==> src/rtl/led_fade_driver.sv <==
// led_fade_driver
//
// Turns an 8-bit on/off chaser pattern into eight PWM-driven LED outputs
// with a "comet-tail" afterglow. A bit that turns on drives its LED at full
// brightness immediately; a bit that turns off fades to dark in fixed steps
// at a slow decay rate instead of snapping off.
//
// Optional feature macro: LED_FADE_GAMMA_EN
//   defined   -> PWM compare uses an approximate gamma-2 curve (b*b >> PWM_BITS),
//                with full brightness forced to stay always-on.
//   undefined -> linear response (PWM compare uses b directly).
//
// Parameters:
//   PWM_BITS   brightness / PWM resolution; MAX = 2**PWM_BITS - 1
//   DECAY_DIV  clock cycles between decay ticks (>= 2)
//   DECAY_STEP brightness decrement per decay tick (1..MAX)
//
// Ports:
//   clk        system clock, rising edge
//   rst_n      asynchronous active-low reset
//   enable     1 = run; 0 = blank all outputs and clear every channel
//   led_in     chaser pattern from the upstream stage
//   led_out    registered PWM drive to the LED pins
//   busy       registered; 1 while any channel brightness is nonzero
//   chan_state debug view of the per-channel FSMs, 2 bits per channel
//              (channel i at [2i+1:2i]; 0 = OFF, 1 = ON, 2 = FADE)

module led_fade_driver #(
    parameter int PWM_BITS   = 8,
    parameter int DECAY_DIV  = 50000,
    parameter int DECAY_STEP = 32
) (
    input  logic        clk,
    input  logic        rst_n,
    input  logic        enable,
    input  logic [7:0]  led_in,
    output logic [7:0]  led_out,
    output logic        busy,
    output logic [15:0] chan_state
);

    localparam int DW = (DECAY_DIV > 2) ? $clog2(DECAY_DIV) : 1;

    localparam logic [PWM_BITS-1:0] B_MAX     = '1;
    localparam logic [PWM_BITS-1:0] B_STEP    = PWM_BITS'(DECAY_STEP);
    localparam logic [PWM_BITS-1:0] PCNT_LAST = B_MAX - PWM_BITS'(1);
    localparam logic [DW-1:0]       DCNT_LAST = DW'(DECAY_DIV - 1);

    typedef enum logic [1:0] {
        ST_OFF  = 2'd0,
        ST_ON   = 2'd1,
        ST_FADE = 2'd2
    } chan_state_t;

    logic [7:0]          in_q;
    logic [DW-1:0]       dcnt;
    logic [PWM_BITS-1:0] pcnt;
    logic                tick;

    chan_state_t         st    [8];
    chan_state_t         nx_st [8];
    logic [PWM_BITS-1:0] b     [8];
    logic [PWM_BITS-1:0] nx_b  [8];

    // Brightness actually compared against the PWM counter.
    function automatic logic [PWM_BITS-1:0] b_eff(input logic [PWM_BITS-1:0] bv);
`ifdef LED_FADE_GAMMA_EN
        logic [2*PWM_BITS-1:0] sq;
        sq = {{PWM_BITS{1'b0}}, bv} * {{PWM_BITS{1'b0}}, bv};
        // Full-on must stay always-on; the squared value alone would land
        // just under MAX and leave a one-cycle gap per PWM period.
        if (bv == B_MAX) begin
            return B_MAX;
        end
        return sq[2*PWM_BITS-1:PWM_BITS];
`else
        return bv;
`endif
    endfunction

    assign tick = (dcnt == DCNT_LAST);

    // Shared counters, input register and output registers. The counters
    // free-run regardless of pattern activity, so the first decay step of
    // a fade lands anywhere from 1 to DECAY_DIV cycles after it starts.
    always_ff @(posedge clk or negedge rst_n) begin
        if (!rst_n) begin
            in_q    <= '0;
            dcnt    <= '0;
            pcnt    <= '0;
            led_out <= '0;
            busy    <= 1'b0;
        end else begin
            in_q <= led_in;
            if (!enable) begin
                dcnt    <= '0;
                pcnt    <= '0;
                led_out <= '0;
                busy    <= 1'b0;
            end else begin
                dcnt <= tick ? '0 : dcnt + DW'(1);
                pcnt <= (pcnt == PCNT_LAST) ? '0 : pcnt + PWM_BITS'(1);
                busy <= 1'b0;
                for (int i = 0; i < 8; i++) begin
                    led_out[i] <= (pcnt < b_eff(b[i]));
                    if (b[i] != '0) begin
                        busy <= 1'b1;
                    end
                end
            end
        end
    end

    // Per-channel FSM state and brightness registers.
    always_ff @(posedge clk or negedge rst_n) begin
        if (!rst_n) begin
            for (int i = 0; i < 8; i++) begin
                st[i] <= ST_OFF;
                b[i]  <= '0;
            end
        end else begin
            for (int i = 0; i < 8; i++) begin
                st[i] <= nx_st[i];
                b[i]  <= nx_b[i];
            end
        end
    end

    // Per-channel next state. All eight channels evaluate independently.
    always_comb begin
        for (int i = 0; i < 8; i++) begin
            nx_st[i] = st[i];
            nx_b[i]  = b[i];
            if (!enable) begin
                nx_st[i] = ST_OFF;
                nx_b[i]  = '0;
            end else begin
                case (st[i])
                    ST_OFF: begin
                        if (in_q[i]) begin
                            nx_st[i] = ST_ON;
                            nx_b[i]  = B_MAX;
                        end
                    end
                    ST_ON: begin
                        if (!in_q[i]) begin
                            nx_st[i] = ST_FADE;
                        end
                    end
                    ST_FADE: begin
                        // Retrigger wins over a decay tick in the same cycle.
                        if (in_q[i]) begin
                            nx_st[i] = ST_ON;
                            nx_b[i]  = B_MAX;
                        end else if (tick) begin
                            if (b[i] > B_STEP) begin
                                nx_b[i] = b[i] - B_STEP;
                            end else begin
                                nx_b[i]  = '0;
                                nx_st[i] = ST_OFF;
                            end
                        end
                    end
                    default: begin
                        nx_st[i] = ST_OFF;
                        nx_b[i]  = '0;
                    end
                endcase
            end
        end
    end

    always_comb begin
        chan_state = '0;
        for (int i = 0; i < 8; i++) begin
            chan_state[2*i +: 2] = st[i];
        end
    end

endmodule

==> config.mk <==
export PLATFORM = sky130hd
export DESIGN_NAME = led_fade_driver
export DESIGN_NICKNAME = d
export VERILOG_FILES = /design/src/rtl/led_fade_driver.sv
export SDC_FILE = /design/constraint.sdc
export NUM_CORES = 1
export LEC_CHECK = 0
export CAP_MARGIN = 20
export CORE_MARGIN = 3
export CORE_UTILIZATION = 50
export CTS_BUF_LIST = sky130_fd_sc_hd__clkbuf_16
export CTS_CLUSTER_SIZE = 8
export DETAILED_ROUTE_END_ITERATION = 8
export PLACE_DENSITY = 0.65
export SLEW_MARGIN = 40
export SYNTH_ARGS = -nofsm -noshare
export SYNTH_HDL_FRONTEND = slang
export SYNTH_SLANG_ARGS = --single-unit
==> constraint.sdc <==
create_clock -name clk -period 3 [get_ports clk]
set_input_delay 0.75 -clock clk [delete_from_list [all_inputs] [get_ports clk]]
set_output_delay 0.75 -clock clk [all_outputs]
set_load 0.01 [all_outputs]
==> summary.md, run 1 <==
| Metric | Value |
|---|---|
| Starting density of the core | 52.0% |
| RSZ-0062 raised after global routing | no |
| Cell variety after synth | 55 |
| Fill count | 952 |
| First-pass detailed-route iteration total | 7 |
| Fmax | 412 MHz |
| Final Instance Area | 0.00654 mm² |
| Vias in the first global route | 4885 |
| Die ar. | 0.0127 mm² |
| Area Overhead vs Synth | 14.5% |
| Register Area | 0.00223 mm² |
| Power share of the clock group | 38.3% |
| EDFF count, synth | 0 |
| Die Wd | 113 µm |
| Maxcap violations | 0 |
| Sw frac | 27.7% |
| Post-cts hold buffer count | 0 |
| Fin Setup TNS | 0 ns |
| Post-DP HPWL | 9430 µm |
| Kind of critical path | flop to flop |
| Flops & latches, synth | 89 |
| CTS Root Cell | clkbuf_16 |
| Cts bufs inserted | 9 |
| Mapped cell area | 0.00571 mm² |
| CP Capture Type | flop |
| Placement Cell Area | 0.00622 mm² |
| Period utilization | 80.9% |
| Post-layout min period | 2.43 ns |
| Setup Buffers After CTS | 0 |
| Worst reg-to-reg path cell count | 4 |
| Commonest non-fill, non-tap cell in the layout | dfrtp_1 |
| # IOs | 36 |
| Clock transition at the registers of the reported paths | 0.07 ns |
| Core Area | 0.0110 mm² |
| Comb pwr share | 17.2% |
| Die height | 113 µm |
| Post-Route WL | 13300 µm |
| Vias per cell | 6.00 |
| Worst Setup Start Kind | flop |
| M1 wire length | 6460 µm |
| Antenna diodes | 0 |
| Dpl ws | 0.478 ns |
| DRC errors left | 0 |
| I/O Buffers | 35 |
| Top Layer Used | met4 |
| Reg2Reg Setup Slack | 0.57 ns |
| Switching power | 859 µW |
| Share of layout cells above drive strength 1 | 4.36% |
| Cell Rows | 38 |
| Initial antenna violation count | 0 |
| Syn_nets | 703 |
| Layout Nets | 738 |
| Detailed-route via count | 4827 |
| Final Power | 3.10 mW |
| Worst hold path type | input port to async pin |
| DR WL/cell | 16.6 µm |
| Most frequent cells in the layout | dfrtp_1 (89), ha_1 (67), inv_1 (66), nor2_1 (57), a21oi_1 (46) |
| YS warnings | 0 |
| WP data required | 3.27 ns |
| Pwr/cell area | 474 mW/mm² |
| Status | complete, no violations |
| P_int | 2.24 mW |
| Worst IR drop on VDD | 0.270 mV |
| Top FF cell, synth | dfrtp_1 |
| Met3 Wirelength | 529 µm |
| RR Startpoint | dcnt[12]$_DFF_PN0_ |
| Clock buffer depth | 2 |
| Met2 wire len | 6140 µm |
| Leak | 2.95 nW |
| First DRT Iteration DRCs | 293 |
| Sequential share of power | 44.5% |
| Pin count of the biggest net entering global routing | 90 |
| Fin Clk Skew | 0.00779 ns |
| Setup violators final | 0 |
| CTS sink cnt | 89 |
| Asr flop ratio synth | 100% |
| Worst setup margin | 0.572 ns |
| First-pass GRT wire length | 23400 µm |
| Critical Path AT | 2.69 ns |
| Multi-input gate area | 0.00315 mm² |
| Mean Syn Cell Area | 9.13 µm² |
| Cells after synthesis | 625 |
| GP Congestion | 0.852 |
| Total grt overflow | 0 |
| Number of H-tree levels | 3 |
| Worst slew pin tran | 0.635 ns |
| Max Slew Vio Count | 0 |
| Worst skew pair latency | 0.35 ns |
| Crit Path Max Fanout | 10 |
| GR Util All Layers | 22.5% |
| Sequential fraction of the synthesis area | 39.0% |
| Core Util, Final | 59.5% |
| Routed Antenna Nets | 0 |
| CTS resizes | 0 |
| Reg2reg end | b[30]$_DFFE_PN0P_ |
| Slew HR | 57.4% |
| TritonCTS clock tree | done |
| Final Hold Fails | 0 |
## cell type report
cell class / instances / share of cell area (%)
Timing Repair Buffer: 43 / 6.43
Tap cell: 140 / 2.68
Multi-Input combinational cell: 451 / 48.3
Inverter: 66 / 3.79
Clock buffer: 9 / 3.45
Clock inverter: 7 / 1.32
Sequential cell: 89 / 34.1
## registers in the layout, indices dropped and copies added (netlist names)
signal and count:
in_q 8, pcnt 8, led_out 8, dcnt 16
chan_state 16, b 32, busy 1
## cell families after synthesis
kind of cell / Yosys count / synth area share (%)
buf+inv: 85 / 5.85
fa+ha+maj: 67 / 14.7
compound gates: 180 / 20.5
xor+xnor: 19 / 2.92
mux: 6 / 1.05
flops: 89 / 39.0
simple gates: 179 / 15.9
## power groups by stage
stage | combinational [mW] | clock, mW | sequential, mW
2_1_floorplan | 0.339 | 0 | 1.38
3_3_place_gp | 0.511 | 0 | 1.40
3_5_place_dp | 0.532 | 0 | 1.40
4_1_cts | 0.537 | 1.22 | 1.38
5_1_grt | 0.610 | 1.26 | 1.39
6_report | 0.533 | 1.19 | 1.38
## per-layer routing
layer  vias to the layer above  global-route usage [%]
met5                         -                       0
met4                         0                    6.73
met3                        19                    3.74
met2                       121                    35.9
met1                      2337                    31.4
li1                       2350                       -
## cell usage after synthesis (11+ instances only)
master / n / share of area, %
dfrtp_1: 89 / 39
nand2_1: 28 / 1.8
o21a_1: 11 / 1.4
ha_1: 67 / 15
nand3_1: 20 / 1.8
a21oi_1: 46 / 4.0
o21ai_0: 41 / 3.6
xnor2_1: 12 / 1.8
nor3_1: 13 / 1.1
nor4_1: 13 / 1.4
nor2_1: 57 / 3.7
inv_1: 65 / 4.3
clkbuf_1: 16 / 1.1
a211oi_1: 15 / 2.0
## how the worst max path moves through the flow
stage / to / slack [ns] / start
after floorplan: b[30]$_DFFE_PN0P_ / 0.65 / dcnt[4]$_DFF_PN0_
after global placement: b[7]$_DFFE_PN0P_ / 0.52 / enable
after detailed placement: b[7]$_DFFE_PN0P_ / 0.48 / enable
after CTS: b[30]$_DFFE_PN0P_ / 0.57 / dcnt[12]$_DFF_PN0_
after global routing: b[31]$_DFFE_PN0P_ / 0.48 / dcnt[12]$_DFF_PN0_
final: b[30]$_DFFE_PN0P_ / 0.57 / dcnt[12]$_DFF_PN0_
## critical path, cell delays in order, from the launching register on
cell     delay (ns)
dfrtp_1        0.46
or4b_1         0.63
or4_4          0.55
or4_4          0.55
o22ai_1        0.15
## per-stage QoR
| stage | cells | hold slack, ns |
|---|---|---|
| detailed placement | 789 | 0.425 |
| global placement | 789 | 0.416 |
| CTS | 805 | 0.436 |
| finish | 805 | 0.430 |
| global route | 805 | 0.477 |
| floorplan | 625 | 0.407 |
(Power assumes the default switching activity.)
==> run 2: changes to the inputs <==
clock period = 2.24 ns   (was 3 ns; I/O delays follow)
==> run 2 against run 1 <==
  * The flow now finishes with violations (negative setup slack)
  * Clock-buffer cell count stayed put
  * Design area up 3.3%
  * Setup slack worse by 0.60 ns
  * Via count is 2.2% higher
  * Sequential share of layout area fell by 1.1 points
==> summary.md, run 2 (synthesis gave the netlist of run 1 again) <==
| Metric | Value |
|---|---|
| Fin Clk Skew | 0.00710 ns |
| P_int | 2.89 mW |
| Worst slew pin tran | 0.665 ns |
| Setup violators final | 5 |
| Worst hold path type | input port to async pin |
| Antenna diodes | 0 |
| Worst skew pair latency | 0.35 ns |
| Starting density of the core | 52.0% |
| TritonCTS clock tree | done |
| Largest reg by FF count | b |
| Worst Setup Start Kind | flop |
| Routed Antenna Nets | 0 |
| Area Overhead vs Synth | 18.3% |
| Worst path bufs/invs | 0 |
| Cts bufs inserted | 9 |
| Cell Rows | 38 |
| Final Hold Fails | 0 |
| Clock buffer depth | 2 |
| # IOs | 36 |
| Initial antenna violation count | 0 |
| Crit Path Max Fanout | 4 |
| Share of layout cells above drive strength 1 | 7.81% |
| Fill count | 945 |
| Period utilization | 101% |
| First-pass GRT wire length | 23600 µm |
| M1 wire length | 6770 µm |
| CP Capture Type | flop |
| Vias in the first global route | 4877 |
| Post-layout min period | 2.27 ns |
| Switching power | 1.17 mW |
| Pwr/cell area | 601 mW/mm² |
| Fmax | 440 MHz |
| Placed insts | 809 |
| Slowest cell on the critical path | or4_4 |
| Crit. path cell count | 4 |
| Most frequent CP cell | or4_4 |
| Die ar. | 0.0127 mm² |
| RR Startpoint | dcnt[4]$_DFF_PN0_ |
| Commonest non-fill, non-tap cell in the layout | dfrtp_1 |
| Status | finished, violations left |
| Post-Route WL | 14100 µm |
| Crit path launch | dcnt[4]$_DFF_PN0_ |
| Maxcap violations | 0 |
| Post-cts hold buffer count | 0 |
| Layout Nets | 764 |
| Worst reg-to-reg path cell count | 4 |
| First-pass detailed-route iteration total | 5 |
| Critical path's top delay family | simple AND/OR/NAND/NOR gates |
| Non-filler instance count after layout | 831 |
| Reg2reg end | b[31]$_DFFE_PN0P_ |
| Core Area | 0.0110 mm² |
| GR Util All Layers | 23.0% |
| Top Layer Used | met4 |
| Power share of the clock group | 36.1% |
| Sw frac | 28.7% |
| Violated checks | negative setup slack |
| I/O Buffers | 35 |
| Most frequent cells in the layout | dfrtp_1 (89), inv_1 (67), ha_1 (67), nor2_1 (57), a21oi_1 (46) |
| DR WL/cell | 16.9 µm |
| GP Congestion | 0.895 |
| Leak | 3.09 nW |
| Comb pwr share | 18.4% |
| Sequential share of power | 45.5% |
| Vias per cell | 5.93 |
| Die height | 113 µm |
| Die Wd | 113 µm |
| Clock transition at the registers of the reported paths | 0.06 ns |
| Critical Path AT | 2.54 ns |
| First DRT Iteration DRCs | 242 |
| RSZ-0062 raised after global routing | yes |
| CTS sink cnt | 89 |
| WP data required | 2.51 ns |
| DRC errors left | 0 |
| Slew HR | 55.4% |
| Pin count of the biggest net entering global routing | 42 |
| Hold Slack | 0.170 ns |
| Number of H-tree levels | 3 |
| Max Slew Vio Count | 0 |
| Worst path cell trace | or4b_4 -> or4_4 -> or4_4 -> o221ai_2 |
| Met2 wire len | 6570 µm |
| Dpl ws | -0.00555 ns |
| Met3 Wirelength | 506 µm |
| Total grt overflow | 0 |
| Max reg flops | 32 |
| Slowest stage delay, CP | 0.57 ns |
| Post-DP HPWL | 9940 µm |
| Kind of critical path | flop to flop |
| CTS Root Cell | clkbuf_16 |
| Worst IR drop on VDD | 0.422 mV |
| Reg2Reg Setup Slack | -0.03 ns |
| Worst setup margin | -0.0306 ns |
| Detailed-route via count | 4931 |
run 2: cell types whose count changed in the layout (fill, tap and decap cells not counted), moves of 2 or more:
cell / before / now
clkinv_1: 1 / 4
buf_4: 8 / 29
o21ai_0: 41 / 39
clkinv_2: 3 / 1
buf_12: 1 / 3
o21ai_1: 0 / 2
buf_6: 0 / 3
run 2: power by group through the flow:
stage	Clock, mW	Combinational [mW]	Sequential, mW
after floorplan	0	0.454	1.84
after global placement	0	0.706	1.87
after detailed placement	0	0.736	1.87
after CTS	1.51	0.746	1.84
after global routing	1.58	0.843	1.86
final	1.47	0.746	1.85
run 2: area by class of cell:
class	instances	area [µm²]	share of cell area, %
Clock inverter	7	53.8	0.797
Inverter	66	248	3.67
Timing Repair Buffer	69	652	9.66
Tap cell	140	175	2.59
Clock buffer	9	225	3.34
Sequential cell	89	2230	33.0
Multi-Input combinational cell	451	3170	47.0
run 2: layer usage:
layer | vias to the layer above | track usage, %
met2 | 104 | 36.2
li1 | 2401 | -
met4 | 0 | 7.93
met5 | - | 0
met3 | 22 | 4.22
met1 | 2404 | 31.9
run 2: metrics by stage:
| stage | instance area, µm² | utilization [%] | setup TNS [ns] | total power, mW |
|---|---|---|---|---|
| 2_1_floorplan | 5710 | - | -0.0954 | 2.30 |
| 5_1_grt | 6750 | 61.5 | -0.724 | 4.28 |
| 4_1_cts | 6680 | 60.8 | -0.0303 | 4.10 |
| 3_5_place_dp | 6400 | 58.3 | -0.00555 | 2.61 |
| 6_report | 6750 | 61.5 | -0.0898 | 4.06 |
| 3_3_place_gp | 6400 | 58.3 | 0 | 2.58 |
run 2: what timing repair did:
action	CTS	global route
endpoints found under the setup margin	2	18
setup buffers	0	6
gates resized for setup	0	7
pin swaps	0	8
run 2: worst max path at each step:
stage | endpoint | slack, ns
floorplan | b[30]$_DFFE_PN0P_ | -0.06
global placement | b[30]$_DFFE_PN0P_ | 0.03
detailed placement | b[30]$_DFFE_PN0P_ | -0.006
CTS | b[30]$_DFFE_PN0P_ | -0.02
global route | b[30]$_DFFE_PN0P_ | -0.09
finish | b[31]$_DFFE_PN0P_ | -0.03
==> run 3: changes to the inputs <==
CTS_CLUSTER_SIZE = 40   (was 8)
==> results of run 3 <==
No change in the layout: final DEF, timing and power equal those of run 2.
